[config.mk]
export PLATFORM = sky130hd
export DESIGN_NAME = ram_port_arbiter_flat
export DESIGN_NICKNAME = d
export VERILOG_FILES = /design/src/rtl/ram_port_arbiter_if.sv /design/src/rtl/ram_port_arbiter.sv /design/src/flat_wrapper.sv
export SDC_FILE = /design/constraint.sdc
export NUM_CORES = 1
export LEC_CHECK = 0
export ABC_AREA = 1
export BUFFER_PORTS_ARGS = -buffer_cell sky130_fd_sc_hd__buf_4
export CAP_MARGIN = 20
export CORE_AREA = 2 2 85 87
export CTS_CLUSTER_DIAMETER = 200
export DETAILED_ROUTE_END_ITERATION = 6
export DIE_AREA = 0 0 87 89
export GPL_TIMING_DRIVEN = 0
export HOLD_SLACK_MARGIN = 0.05
export PLACE_DENSITY = 0.57
export SLEW_MARGIN = 20
export SYNTH_ARGS = -nofsm -noshare
export SYNTH_HDL_FRONTEND = slang
export SYNTH_SLANG_ARGS = --single-unit
export TNS_END_PERCENT = 30
[constraint.sdc]
create_clock -name usb_clk_60m -period 1.7 [get_ports usb_clk_60m]
set_input_delay 0.255 -clock usb_clk_60m [delete_from_list [all_inputs] [get_ports usb_clk_60m]]
set_output_delay 0.255 -clock usb_clk_60m [all_outputs]
set_load 0.01 [all_outputs]
[src/rtl/ram_port_arbiter_if.sv]
// rtl/ram_port_arbiter_if.sv - requester-side bus bundle for ram_port_arbiter (m_lock present only with MEM_ARB_LOCK_EN)
interface ram_port_arbiter_if #(
    parameter int NUM_REQ = 2,
    parameter int ADDR_W  = 12,
    parameter int DATA_W  = 32
);
    logic [NUM_REQ-1:0]            m_req;
    logic [NUM_REQ-1:0]            m_we;
    logic [NUM_REQ*ADDR_W-1:0]     m_addr;
    logic [NUM_REQ*DATA_W-1:0]     m_wdata;
    logic [NUM_REQ*DATA_W/8-1:0]   m_wmask;
`ifdef MEM_ARB_LOCK_EN
    logic [NUM_REQ-1:0]            m_lock;
`endif
    logic [NUM_REQ-1:0]            m_gnt;
    logic [NUM_REQ-1:0]            m_rvalid;
    logic [DATA_W-1:0]             m_rdata;

    modport master (
`ifdef MEM_ARB_LOCK_EN
        output m_lock,
`endif
        output m_req, m_we, m_addr, m_wdata, m_wmask,
        input  m_gnt, m_rvalid, m_rdata
    );

    modport slave (
`ifdef MEM_ARB_LOCK_EN
        input  m_lock,
`endif
        input  m_req, m_we, m_addr, m_wdata, m_wmask,
        output m_gnt, m_rvalid, m_rdata
    );
endinterface

[src/rtl/ram_port_arbiter.sv]
// rtl/ram_port_arbiter.sv - round-robin arbiter sharing one single-port RAM; MEM_ARB_LOCK_EN adds locked ownership
module ram_port_arbiter #(
    parameter int NUM_REQ = 2,
    parameter int ADDR_W  = 12,
    parameter int DATA_W  = 32
) (
    input  logic                  usb_clk_60m,
    input  logic                  sys_rst_n,
    ram_port_arbiter_if.slave     bus,
    output logic                  ram_en,
    output logic                  ram_we,
    output logic [ADDR_W-1:0]     ram_addr,
    output logic [DATA_W-1:0]     ram_wdata,
    output logic [DATA_W/8-1:0]   ram_wmask,
    input  logic [DATA_W-1:0]     ram_rdata
);
    localparam int IDX_W = (NUM_REQ > 1) ? $clog2(NUM_REQ) : 1;
    localparam int MSK_W = DATA_W / 8;

    logic [IDX_W-1:0]   r_ptr;
    logic               r_rd_vld;
    logic [IDX_W-1:0]   r_rd_tag;

    logic [NUM_REQ-1:0] w_req_eff;
    logic [NUM_REQ-1:0] w_gnt;
    logic               w_gnt_any;
    logic [IDX_W-1:0]   w_win_idx;
    logic [IDX_W-1:0]   w_scan;
    logic [IDX_W-1:0]   w_ptr_next;

    function automatic logic [IDX_W-1:0] wrap_inc(input logic [IDX_W-1:0] v);
        return (v == IDX_W'(NUM_REQ - 1)) ? '0 : v + IDX_W'(1);
    endfunction

`ifdef MEM_ARB_LOCK_EN
    logic               r_own_vld;
    logic [IDX_W-1:0]   r_own_idx;

    // while a requester owns the RAM, every other request is masked out
    always_comb begin
        w_req_eff = bus.m_req;
        if (r_own_vld) begin
            w_req_eff = bus.m_req & (NUM_REQ'(1) << r_own_idx);
        end
    end
`else
    // no locking: every request competes
    always_comb begin
        w_req_eff = bus.m_req;
    end
`endif

    // scan from the pointer and grant the first requester found; nothing is granted in reset
    always_comb begin
        w_gnt     = '0;
        w_gnt_any = 1'b0;
        w_win_idx = '0;
        w_scan    = r_ptr;
        for (int j = 0; j < NUM_REQ; j++) begin
            if (!w_gnt_any && sys_rst_n && w_req_eff[w_scan]) begin
                w_gnt_any = 1'b1;
                w_win_idx = w_scan;
            end
            w_scan = wrap_inc(w_scan);
        end
        if (w_gnt_any) begin
            w_gnt[w_win_idx] = 1'b1;
        end
        w_ptr_next = wrap_inc(w_win_idx);
    end

    assign bus.m_gnt = w_gnt;

    // steer the winner's access onto the RAM port
    always_comb begin
        ram_en    = w_gnt_any;
        ram_we    = 1'b0;
        ram_addr  = '0;
        ram_wdata = '0;
        ram_wmask = '0;
        for (int i = 0; i < NUM_REQ; i++) begin
            if (w_gnt[i]) begin
                ram_we    = bus.m_we[i];
                ram_addr  = bus.m_addr[i*ADDR_W +: ADDR_W];
                ram_wdata = bus.m_wdata[i*DATA_W +: DATA_W];
                ram_wmask = bus.m_wmask[i*MSK_W +: MSK_W];
            end
        end
    end

    // advance the round-robin pointer past each winner (and track lock ownership when enabled)
    always_ff @(posedge usb_clk_60m or negedge sys_rst_n) begin
        if (!sys_rst_n) begin
            r_ptr     <= '0;
`ifdef MEM_ARB_LOCK_EN
            r_own_vld <= 1'b0;
            r_own_idx <= '0;
`endif
        end else begin
`ifdef MEM_ARB_LOCK_EN
            if (r_own_vld && !bus.m_req[r_own_idx]) begin
                r_own_vld <= 1'b0;
                r_ptr     <= wrap_inc(r_own_idx);
            end else if (w_gnt_any) begin
                r_ptr     <= w_ptr_next;
                r_own_vld <= bus.m_lock[w_win_idx];
                r_own_idx <= w_win_idx;
            end
`else
            if (w_gnt_any) begin
                r_ptr <= w_ptr_next;
            end
`endif
        end
    end

    // remember which requester issued a read so its data can be tagged next cycle
    always_ff @(posedge usb_clk_60m or negedge sys_rst_n) begin
        if (!sys_rst_n) begin
            r_rd_vld <= 1'b0;
            r_rd_tag <= '0;
        end else begin
            r_rd_vld <= w_gnt_any && !ram_we;
            r_rd_tag <= w_win_idx;
        end
    end

    // decode the read tag into the per-requester valid strobe
    always_comb begin
        bus.m_rvalid = '0;
        for (int i = 0; i < NUM_REQ; i++) begin
            bus.m_rvalid[i] = r_rd_vld && (r_rd_tag == IDX_W'(i));
        end
    end

    assign bus.m_rdata = ram_rdata;

endmodule
[src/flat_wrapper.sv]
// flat-port wrapper written by rule: the top's interface ports become plain ports
module ram_port_arbiter_flat 
#(
    parameter int NUM_REQ = 2,
    parameter int ADDR_W  = 12,
    parameter int DATA_W  = 32
)
  (usb_clk_60m, sys_rst_n, ram_en, ram_we, ram_addr, ram_wdata, ram_wmask, ram_rdata, bus_m_req, bus_m_we, bus_m_addr, bus_m_wdata, bus_m_wmask, bus_m_gnt, bus_m_rvalid, bus_m_rdata);
  ram_port_arbiter_if #(.NUM_REQ(NUM_REQ), .ADDR_W(ADDR_W), .DATA_W(DATA_W)) bus_i ();
  input  logic usb_clk_60m;
  input  logic sys_rst_n;
  output logic ram_en;
  output logic ram_we;
  output logic [ADDR_W-1:0] ram_addr;
  output logic [DATA_W-1:0] ram_wdata;
  output logic [DATA_W/8-1:0] ram_wmask;
  input  logic [DATA_W-1:0] ram_rdata;
  input wire logic [$bits(bus_i.m_req)-1:0] bus_m_req;
  input wire logic [$bits(bus_i.m_we)-1:0] bus_m_we;
  input wire logic [$bits(bus_i.m_addr)-1:0] bus_m_addr;
  input wire logic [$bits(bus_i.m_wdata)-1:0] bus_m_wdata;
  input wire logic [$bits(bus_i.m_wmask)-1:0] bus_m_wmask;
  output wire logic [$bits(bus_i.m_gnt)-1:0] bus_m_gnt;
  output wire logic [$bits(bus_i.m_rvalid)-1:0] bus_m_rvalid;
  output wire logic [$bits(bus_i.m_rdata)-1:0] bus_m_rdata;
  assign bus_i.m_req = bus_m_req;
  assign bus_i.m_we = bus_m_we;
  assign bus_i.m_addr = bus_m_addr;
  assign bus_i.m_wdata = bus_m_wdata;
  assign bus_i.m_wmask = bus_m_wmask;
  assign bus_m_gnt = bus_i.m_gnt;
  assign bus_m_rvalid = bus_i.m_rvalid;
  assign bus_m_rdata = bus_i.m_rdata;
  ram_port_arbiter #(.NUM_REQ(NUM_REQ), .ADDR_W(ADDR_W), .DATA_W(DATA_W)) u_core (.usb_clk_60m(usb_clk_60m), .sys_rst_n(sys_rst_n), .bus(bus_i), .ram_en(ram_en), .ram_we(ram_we), .ram_addr(ram_addr), .ram_wdata(ram_wdata), .ram_wmask(ram_wmask), .ram_rdata(ram_rdata));
endmodule
==> run_results.csv <==
group,metric,value,unit
clock_network,cts_sinks,3,
global_route,grt_antenna_before_repair,0,
floorplan,initial_core_util,14.9,%
clock_network,clk_path_buf_depth,2,
worst_hold_path,min_path_type,"primary input to flip-flop",
drt,drt_first_pass_iters,4,
critical_path,worstPathArrival,1.43,ns
timing,hold_violations,0,
logic_synthesis,yosysWarningCount,0,
final_layout,final.fill_count,732,
logic_synthesis,synth_top_area_share,57.0,%
power,combPwrFrac,74.7,%
placement,dp_cells,477,
logic_synthesis,async_flop_share,100,%
logic_synthesis,synth-seq-cells,3,
logic_synthesis,ys_types,14,
timing,max_freq,592,MHz
floorplan,fp.dieH,89,µm
timing,finalSetupViolCount,0,
floorplan,num_rows,30,
global_route,grt_remaining_overflow,0,
logic_synthesis,synthesis.nets,344,
timing,drv_slew,0,
critical_path,cp-start-kind,"flip-flop",
timing,rsz0062_at_grt,"true",
floorplan,fp.dieArea,7740,µm²
power,p_switching,0.388,mW
power,swShare,34.2,%
critical_path,cp_max_fo,4,
logic_synthesis,netlist.top_cell.by_area,"nand2_1",
drt,post_drt_wl_per_cell,10.9,µm
global_route,grt_usage,11.3,%
power,clkPwrFrac,18.1,%
drt,num_vias,1913,
floorplan,ioPinCount,220,
logic_synthesis,ys.flop_type,"dfrtp_1",
final_layout,nets,544,
clock_network,clock_latency,0.21,ns
clock_network,cts_tree,"yes",
timing,period_share,99.3,%
power,internal_power,0.747,mW
final_layout,n_antenna_cell,0,
logic_synthesis,synthCells,210,
logic_synthesis,netlist_area,1000,µm²
power,power_density,405,nW/µm²
timing,tightest_slew,0.247,ns
placement,dp_hpwl,4450,µm
floorplan,core,6720,µm²
drt,ant_nets,0,
critical_path,r2r_setup_slack,0.56,ns
timing,period_minus_slack,1.69,ns
logic_synthesis,yosys-top-cells-count,"nand2_1, buf_4, buf_2, inv_1",
logic_synthesis,synth_edf_count,0,
final_layout,drive_gt1_share,63.3,%
floorplan,die_w,87,µm
critical_path,required,1.44,ns
placement,gp_congestion,0.712,
timing,tns,0,ns
drt,drc,0,
global_route,grt_max_degree,11,
critical_path,crit_type,"flip-flop to output pin",
power,seqPwrFrac,7.2,%
clock_network,clock-root-buffer,"clkbuf_8",
logic_synthesis,yosysMostFrequentCell,"nand2_1",
logic_synthesis,synth_area_per_cell,4.77,µm²
final_layout,final_cell_count_no_fill,489,
clock_network,htreeDepth,1,
status,status,"finished clean",
clock_network,cts.clk_slew.worst_paths,0.03,ns
power,ir_worst_vdd,0.161,mV
drt,drt-initial-drc-count,30,
logic_synthesis,ys_top_cells_by_area,"nand2_1, buf_4, dfrtp_1",
power,p_leak,1.73,nW
logic_synthesis,seq_area_frac_synth,7.50,%
global_route,first_global_vias,1653,
drt,avgViaCountPerCell,3.91,
clock_network,cts_buffers,3,
critical_path,critPathCaptureType,"output pin",
timing,clock_skew,0.00278,ns
global_route,grt_pass1_wl,7170,µm
final_layout,area_growth_syn_to_layout,180,%
final_layout,final_util,41.7,%
timing,max_slew_margin,83.5,%
drt,routed_wl,5320,µm
flow_run,maxCapViolCount,0,
placement,io_buffers,187,
critical path, cell delays in order, from the launching register on:
cell and delay [ns]:
dfrtp_1 0.36, inv_2 0.10, nand2_2 0.06, nand2_2 0.08, nand2_4 0.07, inv_6 0.08, buf_8 0.12, clkbuf_16 0.14
nand2_2 0.05, nand2_2 0.06, buf_6 0.09
timing repair:
action	in CTS	in global routing
hold buffers	1	0
resized for setup	11	40
gates cloned	0	2
setup endpoints to repair	49	48
buffers inserted	2	3
endpoints found under the hold margin	3	0
pin swaps	0	9
registers in the layout, summed over array words and instances (netlist names):
signal,count
u_core.r_rd_tag,1
u_core.r_ptr,1
u_core.r_rd_vld,1
area by class of cell:
| type | instances | area [µm²] | area share, % |
|---|---|---|---|
| repair buffers | 195 | 1560 | 55.6 |
| flip-flops and latches | 3 | 75.1 | 2.68 |
| clock buffers | 4 | 45.0 | 1.61 |
| well taps | 80 | 100 | 3.58 |
| inverters | 6 | 27.5 | 0.983 |
| plain buffers | 42 | 334 | 11.9 |
| multi-input cells | 159 | 661 | 23.6 |
cell usage in the layout (no fill, tap or decap):
cell type / n
buf_12: 2
inv_2: 1
a21oi_1: 1
clkbuf_4: 2
inv_6: 1
o21ai_0: 1
dlygate4sd3_1: 1
clkbuf_1: 1
buf_6: 9
dfrtp_1: 3
nand2_4: 1
nand2_1: 136
clkbuf_16: 2
buf_4: 219
clkbuf_8: 3
nor2_1: 2
inv_1: 4
nand2_2: 16
a21oi_4: 1
buf_8: 2
nand3_1: 1
cell families after synthesis:
kind of cell / Yosys count / synth area share (%)
buffers and inverters: 48 / 31.7
DFF: 3 / 7.50
and+or+nand+nor: 156 / 58.9
AOI/OAI and AO/OA: 3 / 1.87
power groups by stage:
stage | logic (mW) | registers (mW) | clock network [mW]
floorplan | 0.299 | 0.0817 | 0
global placement | 0.748 | 0.0819 | 0
detailed placement | 0.753 | 0.0819 | 0
CTS | 0.784 | 0.0818 | 0.212
global route | 0.922 | 0.0825 | 0.220
finish | 0.847 | 0.0818 | 0.206
through the flow:
stage,setup slack [ns],hold slack (ns),instance area [µm²],power (mW)
after floorplan,0.364,-0.0406,1000,0.381
after global placement,-0.116,0.0549,2500,0.830
after detailed placement,-0.133,0.0563,2500,0.835
after CTS,-0.0150,0.375,2620,1.08
after global routing,-0.0755,0.377,2800,1.22
final,0.0115,0.360,2800,1.13
routing by layer:
layer,up-vias,GRT usage (%),part of all wire [%]
met5,-,0,0
met4,0,2.84,0.86
met3,6,2.77,13
met2,135,23.0,54
met1,786,11.5,32
li1,986,-,-
path summary, 6_finish.rpt:
check | cells after the start | to | startpoint
hold / removal | 4 | u_core.r_rd_vld$_DFF_PN0_ | bus_m_we[0]
max in group asynchronous | 2 | u_core.r_rd_vld$_DFF_PN0_ | sys_rst_n
min in group asynchronous | 2 | u_core.r_rd_tag$_DFF_PN0_ | sys_rst_n
setup / recovery | 10 | ram_addr[11] | u_core.r_ptr$_DFFE_PN0N_
hold reg to reg | 5 | u_core.r_ptr$_DFFE_PN0N_ | u_core.r_ptr$_DFFE_PN0N_
setup reg to reg | 6 | u_core.r_rd_vld$_DFF_PN0_ | u_core.r_ptr$_DFFE_PN0N_
No activity file was read; power rests on OpenSTA's default activity.
